`config.mk`:
```
export PLATFORM = sky130hd
export DESIGN_NAME = fft_peak_detect
export DESIGN_NICKNAME = d
export VERILOG_FILES = /design/src/rtl/fft_peak_detect.sv
export SDC_FILE = /design/constraint.sdc
export NUM_CORES = 1
export LEC_CHECK = 0
export BUFFER_PORTS_ARGS = -buffer_cell sky130_fd_sc_hd__buf_2
export CAP_MARGIN = 20
export CORE_ASPECT_RATIO = 1.2
export CORE_UTILIZATION = 62
export CTS_BUF_LIST = sky130_fd_sc_hd__clkbuf_4 sky130_fd_sc_hd__clkbuf_8
export CTS_CLUSTER_DIAMETER = 30
export CTS_CLUSTER_SIZE = 30
export DETAILED_ROUTE_END_ITERATION = 16
export PLACE_DENSITY = 0.89
export SLEW_MARGIN = 10
export SYNTH_ARGS = -nofsm -noshare
export SYNTH_HDL_FRONTEND = slang
export SYNTH_SLANG_ARGS = --single-unit
```
`constraint.sdc`:
```
create_clock -name clk_slow -period 5.85 [get_ports clk_slow]
set_input_delay 1.17 -clock clk_slow [delete_from_list [all_inputs] [get_ports clk_slow]]
set_output_delay 1.17 -clock clk_slow [all_outputs]
set_load 0.005 [all_outputs]
```
`src/rtl/fft_peak_detect.sv`:
```
// Streaming peak finder for the FFT output: approximate |X[k]| per bin, track the
// strongest positive-frequency bin, report once per frame. Optional FFT_PEAK_SPECTRUM_EN exposes per-bin magnitudes.
module fft_peak_detect #(
  parameter int WIDTH   = 16,
  parameter int M       = 9,
  parameter int MIN_BIN = 1,
  parameter int THRESH  = 64
) (
  input  logic               clk_slow,
  input  logic               reset,
  input  logic               done,
  input  logic [2*WIDTH-1:0] wd,
  output logic               peak_valid,
  output logic [M-1:0]       peak_bin,
  output logic [WIDTH:0]     peak_mag,
  output logic               peak_found,
  output logic               busy
`ifdef FFT_PEAK_SPECTRUM_EN
  ,
  output logic               mag_valid,
  output logic [M-1:0]       mag_bin,
  output logic [WIDTH:0]     mag_out
`endif
);

  localparam int              POINTS     = 2**M;
  localparam logic [M-1:0]    LAST_BIN   = M'(POINTS - 1);
  localparam logic [M-1:0]    BAND_LO    = M'(MIN_BIN);
  localparam logic [M-1:0]    BAND_HI    = M'(POINTS / 2 - 1);
  localparam logic [WIDTH:0]  THRESH_MAG = (WIDTH+1)'(THRESH);

  typedef enum logic [1:0] {IDLE, RUN, DRAIN, WAITLOW} state_t;

  state_t           r_state;
  state_t           w_state_next;
  logic             w_accept;
  logic             w_first;
  logic             w_flush;
  logic             w_finish;
  logic [M-1:0]     w_tag;
  logic [M-1:0]     r_bin_cnt;

  logic             r_s1_vld;
  logic [WIDTH-1:0] r_s1_a;
  logic [WIDTH-1:0] r_s1_b;
  logic [M-1:0]     r_s1_tag;

  logic             r_s2_vld;
  logic [WIDTH:0]   r_s2_mag;
  logic [M-1:0]     r_s2_tag;

  logic [WIDTH:0]   r_run_max;
  logic [M-1:0]     r_run_bin;

  logic             r_peak_valid;
  logic [M-1:0]     r_peak_bin;
  logic [WIDTH:0]   r_peak_mag;
  logic             r_peak_found;

  logic [WIDTH-1:0] w_abs [2];
  logic [WIDTH-1:0] w_mx;
  logic [WIDTH-1:0] w_mn;
  logic [WIDTH:0]   w_mag;
  logic             w_in_band;

  always_ff @(posedge clk_slow) begin
    if (reset) r_state <= IDLE;
    else       r_state <= w_state_next;
  end

  always_comb begin
    w_state_next = r_state;
    w_accept     = 1'b0;
    w_first      = 1'b0;
    w_flush      = 1'b0;
    w_finish     = 1'b0;
    case (r_state)
      IDLE: begin
        if (done) begin
          w_accept     = 1'b1;
          w_first      = 1'b1;
          w_state_next = RUN;
        end
      end
      RUN: begin
        if (done) begin
          w_accept = 1'b1;
          if (r_bin_cnt == LAST_BIN) w_state_next = DRAIN;
        end else begin
          w_flush      = 1'b1;
          w_state_next = IDLE;
        end
      end
      DRAIN: begin
        // S3 has absorbed the last beat once both earlier stages are empty
        if (!r_s1_vld && !r_s2_vld) begin
          w_finish     = 1'b1;
          w_state_next = WAITLOW;
        end
      end
      WAITLOW: begin
        if (!done) w_state_next = IDLE;
      end
      default: w_state_next = IDLE;
    endcase
  end

  assign w_tag = w_first ? '0 : r_bin_cnt;

  // Two's-complement absolute value; the most negative input maps to 2**(WIDTH-1)
  for (genvar gi = 0; gi < 2; gi++) begin : g_abs
    logic [WIDTH-1:0] w_comp;
    assign w_comp    = wd[gi*WIDTH +: WIDTH];
    assign w_abs[gi] = w_comp[WIDTH-1] ? (~w_comp + 1'b1) : w_comp;
  end

  assign w_mx  = (r_s1_a >= r_s1_b) ? r_s1_a : r_s1_b;
  assign w_mn  = (r_s1_a >= r_s1_b) ? r_s1_b : r_s1_a;
  assign w_mag = {1'b0, w_mx} + {3'b000, w_mn[WIDTH-1:2]} + {4'b0000, w_mn[WIDTH-1:3]};

  assign w_in_band = (r_s2_tag >= BAND_LO) && (r_s2_tag <= BAND_HI);

  always_ff @(posedge clk_slow) begin
    if (reset) begin
      r_bin_cnt    <= '0;
      r_s1_vld     <= 1'b0;
      r_s1_a       <= '0;
      r_s1_b       <= '0;
      r_s1_tag     <= '0;
      r_s2_vld     <= 1'b0;
      r_s2_mag     <= '0;
      r_s2_tag     <= '0;
      r_run_max    <= '0;
      r_run_bin    <= BAND_LO;
      r_peak_valid <= 1'b0;
      r_peak_bin   <= '0;
      r_peak_mag   <= '0;
      r_peak_found <= 1'b0;
    end else begin
      if (w_accept)     r_bin_cnt <= w_tag + 1'b1;
      else if (w_flush) r_bin_cnt <= '0;

      r_s1_vld <= w_accept;
      r_s1_a   <= w_abs[1];
      r_s1_b   <= w_abs[0];
      r_s1_tag <= w_tag;

      r_s2_vld <= r_s1_vld && !w_flush;
      r_s2_mag <= w_mag;
      r_s2_tag <= r_s1_tag;

      if (w_first) begin
        r_run_max <= '0;
        r_run_bin <= BAND_LO;
      end else if (r_s2_vld && w_in_band && (r_s2_mag > r_run_max)) begin
        r_run_max <= r_s2_mag;
        r_run_bin <= r_s2_tag;
      end

      r_peak_valid <= w_finish;
      if (w_finish) begin
        r_peak_bin   <= r_run_bin;
        r_peak_mag   <= r_run_max;
        r_peak_found <= (r_run_max >= THRESH_MAG);
      end
    end
  end

  assign peak_valid = r_peak_valid;
  assign peak_bin   = r_peak_bin;
  assign peak_mag   = r_peak_mag;
  assign peak_found = r_peak_found;
  assign busy       = (r_state != IDLE);

`ifdef FFT_PEAK_SPECTRUM_EN
  assign mag_valid = r_s2_vld;
  assign mag_bin   = r_s2_tag;
  assign mag_out   = r_s2_mag;
`endif

endmodule

```
# ---- Word level (Yosys, flattened, before mapping)
# Cells that the tools add are included.
dict set report classes {
  eq_ne 8
  addsub 5
  order_cmp 5
  mux 20
  reduce_logical 16
  bitwise 4
}
# op count
set op_table {}
lappend op_table {{$add 16x1->16 const B} 2}
lappend op_table {{$mux 16} 2}
lappend op_table {{$not 16->16} 2}
lappend op_table {{$mux 15} 2}
lappend op_table {{$mux 9} 3}
lappend op_table {{$add 16x14->17} 1}
lappend op_table {{$add 17x13->17} 1}
lappend op_table {{$ge 17x7->1 const B} 1}
lappend op_table {{$gt 17x17->1} 1}
lappend op_table {{$ge 16x16->1} 1}
lappend op_table {{$mux 2} 5}
lappend op_table {{$add 9x1->9 const B} 1}
lappend op_table {{$eq 9x9->1 const B} 1}
lappend op_table {{$ge 9x1->1 const B} 1}
lappend op_table {{$le 9x8->1 const B} 1}
lappend op_table {{$pmux 2 s4} 1}
lappend op_table {{$reduce_or 2->1} 4}
lappend op_table {{$mux 1} 7}
lappend op_table {{$ne 2x2->1 const B} 3}
lappend op_table {{$logic_and 1x1->1} 5}
lappend op_table {{$eq 2x2->1 const B} 2}
lappend op_table {{$reduce_and 4->1} 1}
lappend op_table {{$reduce_bool 2->1} 2}
lappend op_table {{$logic_not 1->1} 3}
lappend op_table {{4 further kinds} 5}
dict set report word_totals {
  regBits 134
  output_inout_bits 29
  in_bits 35
}

# ---- Depth between registers and ports, before layout
# Gate-level depths: netlist of the first run.
dict set report depth {
  depth_word 5
  ltp_mapped 20
}

# ---- Worst setup path before layout of the first run
# OpenSTA, ideal clock, no wires.
dict set report synth_timing {
  path_type {register to register}
  startpoint {reg r_s1_b[14]}
  endpoint {reg r_s2_mag[12]}
  period_less_slack_ns 4.340
  arrival_time_ns 4.219
  stages_incl_launch_ff 17
  required_time_ns 5.729
  slack_ns 1.510
  n_path_buf 1
  path_cell_list {dfxtp_1 > inv_1 > ha_1 > nand4_1 > a211oi_1 > o21ai_0 > nand2_1 > buf_2 > mux2_2 > fa_1 > ha_1 > a21oi_1 > nor3b_1 > o21ai_0 > a2111oi_0 > o21bai_1 > mux2_2}
}
dict set report synth_between {
  elab_chain_cells 4
}
# item line_no
set synth_rtl {}
lappend synth_rtl {{start: declaration} 45} ;# logic [WIDTH-1:0] r_s1_b;
lappend synth_rtl {{start signal: assignment} 145} ;# r_s1_b <= w_abs[0];
lappend synth_rtl {{$ge 16x16->1} {117, 118}}
lappend synth_rtl {{$mux 16 (on tied branches)} {117, 118}}
lappend synth_rtl {{$add 16x14->17} 119} ;# assign w_mag = {1'b0, w_mx} + {3'b000, w_mn[WIDTH-1:2]} + {4'b0000, w_mn[WIDTH-1:3]};
lappend synth_rtl {{$add 17x13->17 (*)} 119}
lappend synth_rtl {{end signal: assignment} 149} ;# r_s2_mag <= w_mag;
lappend synth_rtl {{end: declaration} 49} ;# logic [WIDTH:0] r_s2_mag;
# Every way passes the cells marked *; elsewhere a longest branch is shown, timed or not.
# A chain may end at the register's enable or synchronous reset.

# ---- Final worst setup path of the first run
dict set report layout_timing {
  startpoint {reg r_s1_b[7]}
  endpoint {reg r_s2_mag[15]}
}
# Same word-level chain as after synthesis.

==> results of run 1 <==
## area by class of cell
type,instances,area (um^2),area share
clock buffer,19,255,0.0320
clock inverter,13,138,0.0173
inverter,52,195,0.0245
multi-input combinational,622,4130,0.519
sequential,134,2680,0.337
tap,154,193,0.0242
timing repair buffer,68,368,0.0462
## worst paths after layout
check	startpoint	to	slack, ns
max	r_s1_b[7]$_SDFF_PP0_	r_s2_mag[15]$_SDFF_PP0_	0.85
min	r_s1_tag[2]$_SDFF_PP0_	r_s2_tag[2]$_SDFF_PP0_	0.44
max reg2reg	r_s1_b[7]$_SDFF_PP0_	r_s2_mag[15]$_SDFF_PP0_	0.85
min reg2reg	r_s1_tag[2]$_SDFF_PP0_	r_s2_tag[2]$_SDFF_PP0_	0.44
## power breakdown
group          total (mW)  internal [mW]  switching, mW  leakage, nW
combinational       0.715          0.309          0.406         2.05
sequential           1.02          0.974         0.0437         1.09
clock               0.760          0.366          0.394        0.196
total                2.49           1.65          0.843         3.34
## routing by layer
layer	global-route usage	share of wire	vias to the layer above
met2	0.452	0.51	190
li1	-	-	2977
met1	0.286	0.42	2731
met3	0.0516	0.045	41
met4	0.116	0.027	0
met5	0	0	-
## cell usage after synthesis, drive strengths merged (3+ instances only)
cell    count
a211o       4
a211oi      6
a21o        9
a21oi      65
and2        8
and3        4
buf         9
clkbuf     26
dfxtp     134
fa         12
ha         53
inv        52
mux2       15
mux2i      31
nand2     134
nand3      14
nand4       6
nor2       77
nor2b      22
nor3       14
nor4        4
o211ai      4
o21a        6
o21ai      50
o21bai      4
o31ai       4
o41ai       4
or2         5
or3         5
or4         3
xnor2       9
xor2       26
## metrics by stage
stage | worst slack, ns | util
2_1_floorplan | 1.51 | -
4_1_cts | 0.923 | 0.717
6_report | 0.850 | 0.718
3_5_place_dp | 0.973 | 0.681
3_3_place_gp | 1.10 | 0.681
5_1_grt | 0.429 | 0.718
## state kept, by name, indices dropped and copies added, names as in the netlist, named ones only
register    cells
r_s1_a         16
r_s2_mag       17
r_s1_b         16
r_bin_cnt       9
peak_bin        9
peak_mag       17
peak_found      1
r_s2_tag        9
r_run_bin       9
r_s1_vld        1
r_run_max      17
r_state         1
peak_valid      1
r_s2_vld        1
r_s1_tag        9
## kinds of logic (layout without fill, tap and decap cells)
logic type / Yosys count / count (layout) / share of synthesized area
and+or+nand+nor: 306 / 306 / 0.195
AOI/OAI and AO/OA: 170 / 170 / 0.145
DFF: 134 / 134 / 0.376
buffers and inverters: 87 / 152 / 0.0467
adders and majority gates: 65 / 65 / 0.127
muxes: 46 / 46 / 0.0672
xor gates and xnor gates: 35 / 35 / 0.0430
## critical path: stages, from the launching register on
cell	delay, ns
dfxtp_1	0.34
inv_1	0.07
ha_1	0.31
a21o_1	0.17
a211oi_1	0.28
nand2_1	0.18
o21ai_0	0.25
nand2_1	0.34
buf_4	0.34
mux2_2	0.33
fa_1	0.49
ha_1	0.34
o21ai_0	0.16
a2111oi_0	0.61
a21boi_0	0.31
o211a_1	0.19
o211ai_1	0.08
a21oi_1	0.15
==> impl_metrics.csv, run 1 <==
group,metric,value,unit
critical_path,critPathKind,"register to register",
cts,clk_pin_slew,0.08,ns
timing,tns,0,ns
min_path,holdPathStages,1,
timing,min_period_over_period,0.855,
timing,hold_viol_final,0,
global_routing,grtUsageTotal,0.253,
placed_design,io_buffers,63,
placed_design,dpl-instance-area,0.00755,mm^2
layout,layout_common_cells,"nand2_1, dfxtp_1, nor2_1, a21oi_1, buf_2",
logic_synthesis,syn-cell-area,0.00713,mm^2
logic_synthesis,synth_area_leader_cell,"dfxtp_1",
cts,h-tree-depth,4,
timing,rsz0062_at_grt,"no",
power_and_ir_drop,irDropWorstVdd,144,uV
detailed_routing,vias,5939,
die,rows,42,
logic_synthesis,netlist_instances,843,
placed_design,placedCellCount,1029,
logic_synthesis,syn_area_per_cell,8.46,um^2
timing,skew,0.0105,ns
cts,cts_hold_buffers,0,
layout,final_area,0.00797,mm^2
logic_synthesis,async_reset_ff_frac,0,
timing,period_minus_slack,5.00,ns
logic_synthesis,synth_top_area_share,0.376,
logic_synthesis,synth-seq-cells,134,
critical_path,worstPathMaxFanout,17,
global_routing,antenna_found_initial,0,
global_routing,grt_max_degree,67,
critical_path,cp.arrival,5.38,ns
die,dieHeight,119,um
global_routing,grt_pass1_vias,5541,
cts,clk_path_buf_depth,2,
flow_run,maxCapViolCount,0,
cts,post_cts_resized,0,
global_routing,gr-total-overflow,0,
placed_design,finalWeightedCongestion,0.938,
placed_design,hpwl,10400,um
die,start_util,0.643,
die,core_area,0.0111,mm^2
power_and_ir_drop,leakagePower,3.34,nW
detailed_routing,wirelength,14700,um
cts,cts_root_buf,"clkbuf_8",
power_and_ir_drop,cellPowerDensity,313,mW/mm^2
logic_synthesis,synth_warnings,0,
timing,slew_headroom,0.289,
die,ios,64,
critical_path,worstRegToRegCells,17,
global_routing,grt_pass1_wl,24300,um
layout,fillers,846,
critical_path,crit_path_end_kind,"register",
layout,drive_above_1_share,0.140,
layout,final_cells,1062,
logic_synthesis,ys.flop_type,"dfxtp_1",
logic_synthesis,synth-edff-count,0,
cts,cts_tree,"yes",
detailed_routing,viasPerCell,5.59,
critical_path,critPathRequiredTime,6.23,ns
logic_synthesis,synth_area_leaders,"dfxtp_1, ha_1, nand2_1",
layout,areaGrowthSynthToFinish,11.7,%
die,die_x,99.9,um
timing,setup_violations,0,
logic_synthesis,yosysUniqueCellTypes,52,
status,outcome,"finished, final reports clean",
detailed_routing,wire_per_inst,13.9,um
detailed_routing,drt_first_iter_violations,313,
critical_path,startpoint_type,"register",
detailed_routing,drcViolationCount,0,
logic_synthesis,synth_nets,943,
timing,fmax,0.200,GHz
power_and_ir_drop,p_total,2.49,mW
die,die_area,0.0119,mm^2
timing,timing.hold.ws,0.436,ns
detailed_routing,ant_nets,0,
cts,post_cts_buffers,0,
min_path,hold_class,"register to register",
layout,num_antenna_cells,0,
timing,worst_slew_pin_slew,1.06,ns
logic_synthesis,ys_seq_area_frac,0.376,
cts,cts.sinks,134,
timing,drv_slew,0,
detailed_routing,dr.pass1.iters,5,
layout,finalNetCount,995,
cts,worstSkewPairLatency,0.45,ns
cts,numCtsBuffers,17,
Note: power is estimated with default switching activity, not from simulation.
==> inputs of run 2 (changes only) <==
Settings changed: CORE_UTILIZATION 62 to 60, CTS_BUF_LIST sky130_fd_sc_hd__clkbuf_4 sky130_fd_sc_hd__clkbuf_8 to unset, PLACE_DENSITY 0.89 to 0.86, REMOVE_ABC_BUFFERS set to 1.
==> impl_metrics.csv, run 2 (synthesis gave the netlist of run 1 again) <==
group,metric,value,unit
status,outcome,"finished, final reports clean",
power_and_ir_drop,irDropWorstVdd,144,uV
die,start_util,0.616,
timing,skew,0.00866,ns
die,core_area,0.0116,mm^2
layout,layout_common_cells,"nand2_1, dfxtp_1, nor2_1, a21oi_1, buf_2",
timing,worst_slew_pin_slew,1.08,ns
layout,fillers,857,
cts,post_cts_resized,0,
cts,worstSkewPairLatency,0.42,ns
layout,areaGrowthSynthToFinish,14.4,%
power_and_ir_drop,p_comb_frac,0.258,
timing,setup_violations,0,
detailed_routing,vias,5726,
critical_path,critPathSlowestCell,"fa_1",
critical_path,startpoint_type,"register",
layout,final_area,0.00816,mm^2
die,die_area,0.0123,mm^2
timing,min_period_over_period,0.859,
placed_design,dp_slack,0.939,ns
detailed_routing,dr.pass1.iters,5,
timing,period_minus_slack,5.03,ns
detailed_routing,drt_first_iter_violations,276,
global_routing,antenna_found_initial,0,
power_and_ir_drop,p_clk_frac,0.373,
timing,slew_headroom,0.279,
cts,cts_tree,"yes",
critical_path,crit_path_end_kind,"register",
timing,rsz0062_at_grt,"no",
placed_design,dpl-instance-area,0.00756,mm^2
power_and_ir_drop,power.switching,0.872,mW
detailed_routing,ant_nets,0,
die,rows,43,
detailed_routing,wire_per_inst,13.2,um
critical_path,slowest_delay,0.49,ns
timing,fmax,0.199,GHz
min_path,hold_class,"register to register",
timing,drv_slew,0,
detailed_routing,drcViolationCount,0,
power_and_ir_drop,leakagePower,3.43,nW
global_routing,grt_max_degree,71,
global_routing,grtUsageTotal,0.245,
critical_path,worstPathMaxFanout,14,
critical_path,critPathRequiredTime,6.16,ns
critical_path,critPathKind,"register to register",
global_routing,grt_pass1_wl,23900,um
placed_design,finalWeightedCongestion,0.879,
cts,h-tree-depth,4,
cts,numCtsBuffers,17,
global_routing,gr-total-overflow,0,
cts,clk_path_buf_depth,2,
power_and_ir_drop,swShare,0.315,
detailed_routing,viasPerCell,5.38,
power_and_ir_drop,p_seq_frac,0.368,
die,die_x,102,um
layout,num_antenna_cells,0,
power_and_ir_drop,p_int,1.89,mW
layout,drive_above_1_share,0.140,
power_and_ir_drop,cellPowerDensity,339,mW/mm^2
cts,clk_pin_slew,0.06,ns
layout,finalNetCount,995,
timing,layout_setup_ws,0.825,ns
flow_run,maxCapViolCount,0,
placed_design,hpwl,9920,um
cts,cts.sinks,134,
timing,hold_viol_final,0,
cts,post_cts_buffers,0,
die,ios,64,
global_routing,grt_pass1_vias,5390,
cts,cts_hold_buffers,0,
detailed_routing,wirelength,14100,um
cts,cts_root_buf,"clkbuf_16",
timing,tns,0,ns
die,dieHeight,121,um
critical_path,cp.arrival,5.34,ns
placed_design,io_buffers,63,
critical_path,crit_chain,"inv_1 > ha_1 > a21o_1 > a211oi_1 > nand2_1 > o21ai_0 > nand2_1 > mux2_2 > fa_1 > ha_1 > a21oi_1 > nor3b_1 > o21ai_0 > a2111oi_0 > o21bai_1 > mux2_2",
run 2: changes by cell type in the layout (fill, tap and decap cells not counted):
cell and delta:
clkbuf_16 +17, clkbuf_8 -17, clkbuf_4 -1, clkinv_2 +1, clkinv_4 +1, inv_6 -1
run 2: path summary, 6_finish.rpt:
kind / cells after the start / from / slack, ns / endpoint
min: 2 / r_run_bin[8]$_SDFFE_PP0P_ / 0.43 / r_run_bin[8]$_SDFFE_PP0P_
max reg2reg: 16 / r_s1_b[7]$_SDFF_PP0_ / 0.82 / r_s2_mag[12]$_SDFF_PP0_
min reg2reg: 2 / r_run_bin[8]$_SDFFE_PP0P_ / 0.43 / r_run_bin[8]$_SDFFE_PP0P_
max: 16 / r_s1_b[7]$_SDFF_PP0_ / 0.82 / r_s2_mag[12]$_SDFF_PP0_
run 2: final cells by class:
cell class / instances / area [um^2] / area share
multi-input cells: 622 / 4130 / 0.507
well taps: 157 / 196 / 0.0241
repair buffers: 68 / 368 / 0.0451
flip-flops and latches: 134 / 2680 / 0.329
inverters: 52 / 195 / 0.0239
clock buffers: 18 / 439 / 0.0538
clock inverters: 14 / 143 / 0.0175
run 2: stage by stage:
stage	cells	utilization	hold WS [ns]	total power, mW
floorplan	808	-	0.410	1.56
global placement	1032	0.653	0.417	1.71
detailed placement	1032	0.653	0.420	1.73
CTS	1064	0.704	0.429	2.77
global route	1065	0.705	0.442	2.92
finish	1065	0.705	0.428	2.77
run 2: worst max-delay path: cells and delay by family, from the launching register on:
family | cells | cell delay (ns)
buffers and inverters | 1 | 0.05
AO/OA/AOI/OAI | 7 | 1.81
flip-flops | 1 | 0.32
adder cells (fa/ha/maj) | 3 | 1.14
AND/OR/NAND/NOR | 3 | 0.87
multiplexers | 2 | 0.71
run 2: routing by layer:
metal / share of wire / global-route usage / vias to the layer above
met1: 0.44 / 0.285 / 2604
met3: 0.035 / 0.0518 / 23
met5: 0 / 0 / -
met4: 0.019 / 0.0942 / 0
li1: - / - / 2974
met2: 0.51 / 0.433 / 125
run 2: power groups by stage:
stage / clock (mW) / sequential [mW] / combinational, mW
2_1_floorplan: 0 / 1.02 / 0.533
3_3_place_gp: 0 / 1.04 / 0.677
3_5_place_dp: 0 / 1.04 / 0.699
4_1_cts: 1.04 / 1.02 / 0.712
5_1_grt: 1.09 / 1.02 / 0.812
6_report: 1.03 / 1.02 / 0.714
